**config.mk**
```make
export PLATFORM = sky130hd
export DESIGN_NAME = udt_axis_gate
export DESIGN_NICKNAME = d
export VERILOG_FILES = /design/src/rtl/udt_axis_gate.sv
export SDC_FILE = /design/constraint.sdc
export NUM_CORES = 1
export LEC_CHECK = 0
export ABC_AREA = 1
export CAP_MARGIN = 40
export CORE_MARGIN = 2
export CORE_UTILIZATION = 37
export CTS_CLUSTER_DIAMETER = 150
export DETAILED_ROUTE_END_ITERATION = 10
export PLACE_DENSITY = 0.94
export SYNTH_ARGS = -nofsm -noshare
export SYNTH_HDL_FRONTEND = slang
export SYNTH_SLANG_ARGS = --single-unit
```
**constraint.sdc**
```tcl
create_clock -name tx_axis_aclk -period 3 [get_ports tx_axis_aclk]
set_input_delay 0.3 -clock tx_axis_aclk [delete_from_list [all_inputs] [get_ports tx_axis_aclk]]
set_output_delay 0.3 -clock tx_axis_aclk [all_outputs]
set_load 0.01 [all_outputs]
```
**src/rtl/udt_axis_gate.sv**
```systemverilog
// udt_axis_gate: AXI-Stream pass gate controlled by UDT socket state codes.
// The gate opens on a CONNECT code and closes on a CLOSE code, but only on
// packet boundaries, so downstream never sees a partial packet.
//
// Handshake: a beat transfers on any cycle where tvalid and tready are both
// high. Data, keep and last pass through combinationally. m_axis_tvalid is
// s_axis_tvalid qualified by the gate, and s_axis_tready is m_axis_tready
// while passing. While closed, s_axis_tready is low (backpressure), or high
// when DROP_WHEN_CLOSED=1, in which case beats are accepted and thrown away.
module udt_axis_gate #(
    parameter int unsigned DATA_WIDTH       = 64,
    parameter int unsigned COUNT_WIDTH      = 32,
    parameter logic [31:0] CONNECT          = 32'h0000_0001,
    parameter logic [31:0] CLOSE            = 32'h0000_0002,
    parameter int unsigned DROP_WHEN_CLOSED = 0
) (
    input  logic                      tx_axis_aclk,
    input  logic                      tx_axis_aresetn,
    input  logic [DATA_WIDTH-1:0]     s_axis_tdata,
    input  logic [DATA_WIDTH/8-1:0]   s_axis_tkeep,
    input  logic                      s_axis_tvalid,
    input  logic                      s_axis_tlast,
    output logic                      s_axis_tready,
    output logic [DATA_WIDTH-1:0]     m_axis_tdata,
    output logic [DATA_WIDTH/8-1:0]   m_axis_tkeep,
    output logic                      m_axis_tvalid,
    output logic                      m_axis_tlast,
    input  logic                      m_axis_tready,
    input  logic [31:0]               udt_state_i,
    input  logic                      state_valid_i,
    output logic                      gate_open_o,
    output logic                      in_packet_o,
    output logic [COUNT_WIDTH-1:0]    pkt_count_o,
    output logic [COUNT_WIDTH-1:0]    drop_count_o
);

    typedef enum logic [1:0] {
        ST_CLOSED = 2'd0,
        ST_OPEN   = 2'd1,
        ST_DRAIN  = 2'd2,
        ST_SYNC   = 2'd3
    } state_t;

    localparam logic DROP = (DROP_WHEN_CLOSED != 0);
    localparam logic [COUNT_WIDTH-1:0] CNT_ONE = {{(COUNT_WIDTH-1){1'b0}}, 1'b1};

    state_t state;
    state_t state_next;
    logic   in_packet;
    logic   in_next;
    logic   pass;
    logic   beat;
    logic   last_beat;
    logic   cmd_connect;
    logic   cmd_close;

    assign pass        = (state == ST_OPEN) || (state == ST_DRAIN);
    assign cmd_connect = state_valid_i && (udt_state_i == CONNECT);
    assign cmd_close   = state_valid_i && (udt_state_i == CLOSE);

    // Ready is held low during reset so nothing is accepted while the gate is unknown.
    assign s_axis_tready = tx_axis_aresetn & (pass ? m_axis_tready : DROP);
    assign m_axis_tdata  = s_axis_tdata;
    assign m_axis_tkeep  = s_axis_tkeep;
    assign m_axis_tlast  = s_axis_tlast;
    assign m_axis_tvalid = s_axis_tvalid & pass;

    assign beat      = s_axis_tvalid & s_axis_tready;
    assign last_beat = beat & s_axis_tlast;
    // Packet position as it will be after this cycle's beat (if any).
    assign in_next   = beat ? ~s_axis_tlast : in_packet;

    assign gate_open_o = pass;
    assign in_packet_o = in_packet;

    // State and packet-position registers.
    always_ff @(posedge tx_axis_aclk or negedge tx_axis_aresetn) begin
        if (!tx_axis_aresetn) begin
            state     <= ST_CLOSED;
            in_packet <= 1'b0;
        end else begin
            state     <= state_next;
            in_packet <= in_next;
        end
    end

    // Next-state decode; transitions only move the gate on packet boundaries.
    always_comb begin
        state_next = state;
        case (state)
            ST_CLOSED: begin
                // A dropped packet still in flight must finish before opening.
                if (cmd_connect) state_next = (in_next && DROP) ? ST_SYNC : ST_OPEN;
            end
            ST_OPEN: begin
                if (cmd_close) state_next = in_next ? ST_DRAIN : ST_CLOSED;
            end
            ST_DRAIN: begin
                if (cmd_connect)    state_next = ST_OPEN;
                else if (last_beat) state_next = ST_CLOSED;
            end
            ST_SYNC: begin
                if (cmd_close)      state_next = ST_CLOSED;
                else if (last_beat) state_next = ST_OPEN;
            end
            default: state_next = ST_CLOSED;
        endcase
    end

    // Saturating counters of forwarded and discarded packets.
    always_ff @(posedge tx_axis_aclk or negedge tx_axis_aresetn) begin
        if (!tx_axis_aresetn) begin
            pkt_count_o  <= '0;
            drop_count_o <= '0;
        end else begin
            if (last_beat && pass && (pkt_count_o != '1))
                pkt_count_o <= pkt_count_o + CNT_ONE;
            if (last_beat && !pass && DROP && (drop_count_o != '1))
                drop_count_o <= drop_count_o + CNT_ONE;
        end
    end

endmodule

```
### Word-level counts from Yosys, hierarchy flattened

Index checks and enable logic that the tools add are counted.

* input port bits: 110
* output and inout bits: 141
* register bits after elaboration: 35
* word-level logic and storage cells: 36

* reductions and logical operators: 7
* mux-type cells: 10
* $add $sub $neg: 1
* bitwise operators: 5
* eq/ne operators: 10

Operator list (count)
* adder 32 x 1 -> 32 bit (second input constant): 1
* == test 32 x 1 -> 1 bit (second input constant): 1
* == test 32 x 2 -> 1 bit (second input constant): 1
* != test 32 bit (second input constant): 1
* two-way mux 2 bit: 7
* case mux 2 bit (4 select lines): 1
* != test 3 bit (second input constant): 2
* AND 1 bit: 4
* == test 2 bit (second input constant): 2
* logical AND 1 bit: 4
* != test 2 bit (second input constant): 2
* AND reduction 4 bit: 1
* == test 2 x 1 -> 1 bit (second input constant): 1
* logical NOT 2 bit: 1
* two-way mux 1 bit: 2
* logical OR 1 bit: 1
* inverter 1 bit: 1

### Logic depth before layout (Yosys ltp)

* word-level depth: 9
* mapped depth: 12
* gate-level depth less buffers: 12

### Worst setup path before layout

No wires, ideal clock.

* path type: register -> register
* from: register state[0]
* to: register pkt_count_o[2]
* library setup time: 0.080 ns
* setup slack: 1.144 ns
* arrival: 1.777 ns
* stages on the path, launching flop included: 10
* data required time: 2.920 ns
* clock period less this slack: 1.856 ns
* buffers on the path: 1
* cells stage by stage: dfrtp_1 inv_1 ha_1 and3_1 nand2_1 nor2_1 nand2_4 buf_6 nor2_1 xor2_1

* word-level cells in the longest chain between the ends: 8
* elaborated cells on any way between the ends: 9
* classes of those cells: eq/ne (2); mux (1); bitwise (3); reduce/logical (3)

Ends and longest elaborated chain
* start: declaration: RTL line 47 `state_t state;`
* start signal: assignment: RTL line 82 `state <= state_next;`
* == test 2 x 1 -> 1 bit or == test 2 bit (tied branches): RTL line 57 `assign pass = (state == ST_OPEN) || (state == ST_DRAIN);`
* logical OR 1 bit *: RTL line 57
* via gate_open_o: RTL line 31 `output logic gate_open_o,`
* two-way mux 1 bit *: RTL line 62 `assign s_axis_tready = tx_axis_aresetn & (pass ? m_axis_tready : DROP);`
* AND 1 bit *: RTL line 62
* via s_axis_tready: RTL line 23 `output logic s_axis_tready,`
* AND 1 bit *: RTL line 68 `assign beat = s_axis_tvalid & s_axis_tready;`
* AND 1 bit *: RTL line 69 `assign last_beat = beat & s_axis_tlast;`
* logical AND 1 bit * (2 in series): RTL line 116 `if (last_beat && pass && (pkt_count_o != '1))`
* end signal: assignment: RTL line 117 `pkt_count_o <= pkt_count_o + CNT_ONE;`
* end: declaration: RTL line 33 `output logic [COUNT_WIDTH-1:0] pkt_count_o,`

The timed path passes the listed nets; every way through them passes the cells marked *.
A chain may end at the register's enable or synchronous reset.

### Worst setup path in the final report

* from: register state[0]
* to: register pkt_count_o[5]

* word-level cells in the longest chain between the ends: 8
* elaborated cells on any way between the ends: 9
* classes of those cells: eq/ne (2); mux (1); bitwise (3); reduce/logical (3)

Ends and longest elaborated chain (RTL line)
* == test 2 x 1 -> 1 bit or == test 2 bit (tied branches): 57
* logical OR 1 bit *: 57
* two-way mux 1 bit: 62
* AND 1 bit: 62
* AND 1 bit: 68
* AND 1 bit: 69
* logical AND 1 bit * (2 in series): 116

Mark *: on every way between the ends. The rest lies on a longest branch, timed or not.

==> results.txt <==
Syn. warnings - 32
# DRC - 0
maximum clock rate - 450 MHz
Max-cap violations - 0
H-Tree Depth - 2
CP Launch Type - flop
Setup crit start - state[0]$_DFFE_PN0P_
die footprint - 9560 um^2
Finished Cell Area - 3500 um^2
CP Capture Type - flop
top-area cell type share of the netlist area - 0.269
arrival time worst endpoint - 2.45 ns
sequential cell area - 876 um^2
Final HPWL DP - 6.20 mm
share of cells above drive strength 1 - 0.0614
Core ar. - 8640 um^2
RSZ-0062 raised after global routing - no
outcome - finished, final reports clean
synth top area cells - dfrtp_1, buf_4, nand2_1
Nets - 588
Die Ht - 97.8 um
CTS tree - yes
setup TNS - 0 ns
cells after synthesis - 468
Required @ worst endpoint - 3.23 ns
pwr dens - 273 nW/um^2
Leak - 1.63 nW
number of fill cells in the layout - 885
diode count - 0
initial drt markers - 143
Clock Path Buffers - 2
number of synthesized register bits - 35
# port buffers - 74
initial antenna violation count - 0
initial core utilization - 0.377
RD Place Congestion - 0.920
total track usage - 0.163
final period utilization - 0.741
drt total wl - 7.77 mm
pin count of the biggest net entering global routing - 36
Mapped Area - 3250 um^2
io pins - 251
Final Total Pwr - 956 uW
Worst R2R Start - state[0]$_DFFE_PN0P_
# Post-CTS Setup Buffers - 0
Max Clock Skew - 0.0105 ns
area of the multi-input gates - 1490 um^2
detail-routed via count per cell - 4.58
Clk Latency, worst-skew pair - 0.29 ns
Post-DP Area - 3420 um^2
DR vias - 2656
GR Overflow Total - 0
cell taking the most area after synthesis - dfrtp_1
Final ANT Viol Nets - 0
CTS sink cnt - 35
CTS Buf Count - 5
crit path max fanout - 28
WL/cell - 13.4 um
fin cells - 580
Hold Buf Count CTS - 0
Root Driver - clkbuf_8
fin crit period - 2.22 ns
VDD IR-drop max - 195 uV
Die X - 97.8 um
Final Hold Vio Count - 0
Pins Over Slew Limit - 0
Synth cell types - 28
clk slew on worst S/H paths - 0.07 ns
dpl cells - 573
num rows - 34
vias in the first global route - 2626
Post-CTS Resized - 0
Worst R2R Path Depth - 9
Area Growth Syn to Fin - 7.61%
Seq/Total Area, Yosys - 0.269
setup violators final - 0
HP Class - in2async
Pre-antenna DRT Iters - 4
Mean Syn Cell Area - 6.95 um^2
kind of critical path - reg2reg
first-pass GRT wire length - 12.7 mm
-- stage by stage --
stage / setup slack, ns / hold slack [ns] / utilization
after detailed placement: 0.798 / 0.454 / 0.396
after global placement: 0.861 / 0.452 / 0.396
after floorplan: 1.14 / 0.00441 / -
after CTS: 0.774 / 0.136 / 0.406
after global routing: 0.609 / 0.161 / 0.406
final: 0.776 / 0.110 / 0.406
-- layer usage --
layer  up-vias  global-route usage  part of all wire
li1       1292                   -                 -
met1      1187               0.179              0.37
met2       126               0.280              0.48
met3        51              0.0451             0.095
met4         0              0.0972             0.057
met5         -                   0                 0
-- sequential cells by signal (all words and copies together), names as in the netlist --
| signal | count |
|---|---|
| in_packet_o | 1 |
| state | 2 |
| pkt_count_o | 32 |
-- placed cells by master, fill, tap and decap left out, types with 2 or more instances in the layout --
| cell | n |
|---|---|
| nand2_1 | 130 |
| clkdlybuf4s50_1 | 73 |
| nor2_1 | 57 |
| inv_1 | 43 |
| dfrtp_1 | 35 |
| conb_1 | 32 |
| xor2_1 | 20 |
| nand3_1 | 16 |
| nor3_1 | 10 |
| o21ai_2 | 7 |
| ha_1 | 6 |
| xnor2_1 | 5 |
| clkbuf_8 | 5 |
| nor2_2 | 4 |
| o21ai_0 | 3 |
| nand4_1 | 3 |
| nand3b_1 | 3 |
| and2_1 | 3 |
| nand3_2 | 2 |
| inv_2 | 2 |
| nor3_2 | 2 |
-- area by class of cell --
cell class	instances	area share
multi-input cells	309	0.426
flip-flops and latches	35	0.250
repair buffers	75	0.212
inverters	46	0.0500
well taps	108	0.0386
clock buffers	5	0.0196
clock inverters	2	0.00393
-- path summary, 6_finish.rpt --
kind	end	slack, ns
min in group tx_axis_aclk	pkt_count_o[23]$_DFFE_PN0P_	0.50
max reg2reg	pkt_count_o[5]$_DFFE_PN0P_	0.78
min	pkt_count_o[29]$_DFFE_PN0P_	0.11
max	pkt_count_o[5]$_DFFE_PN0P_	0.78
max in group asynchronous	pkt_count_o[25]$_DFFE_PN0P_	2.57
min reg2reg	pkt_count_o[23]$_DFFE_PN0P_	0.50
-- cell families after synthesis --
group,Yosys count,synth area share
fa+ha+maj,6,0.0231
flops,35,0.269
compound gates,11,0.0250
xor+xnor,25,0.0673
buf+inv,155,0.309
simple gates,235,0.306
other cells,1,0.00115
-- Yosys cell counts (all sizes together) --
master and count:
nand2 132, buf 109, nor2 61, inv 46, dfrtp 35, xor2 20
nand3 18, nor3 12, o21ai 11, ha 6, xnor2 5, and2 3
nand3b 3, nand4 3, and3 1, conb 1, nor3b 1, or3 1
-- worst max-delay path, stage by stage, from the launching register on --
cell	delay (ns)
dfrtp_1	0.40
inv_1	0.09
ha_1	0.32
and3_1	0.17
nand2_1	0.08
nor2_1	0.22
nand2_4	0.22
inv_4	0.31
o21ai_0	0.23
o21ai_2	0.09
-- power by group --
group          leakage (nW)  switching, mW  internal [mW]
clock network        0.0440          0.175          0.159
logic                  1.14         0.0645         0.0696
registers             0.442        0.00972          0.479
Note: power is estimated with default switching activity, not from simulation.
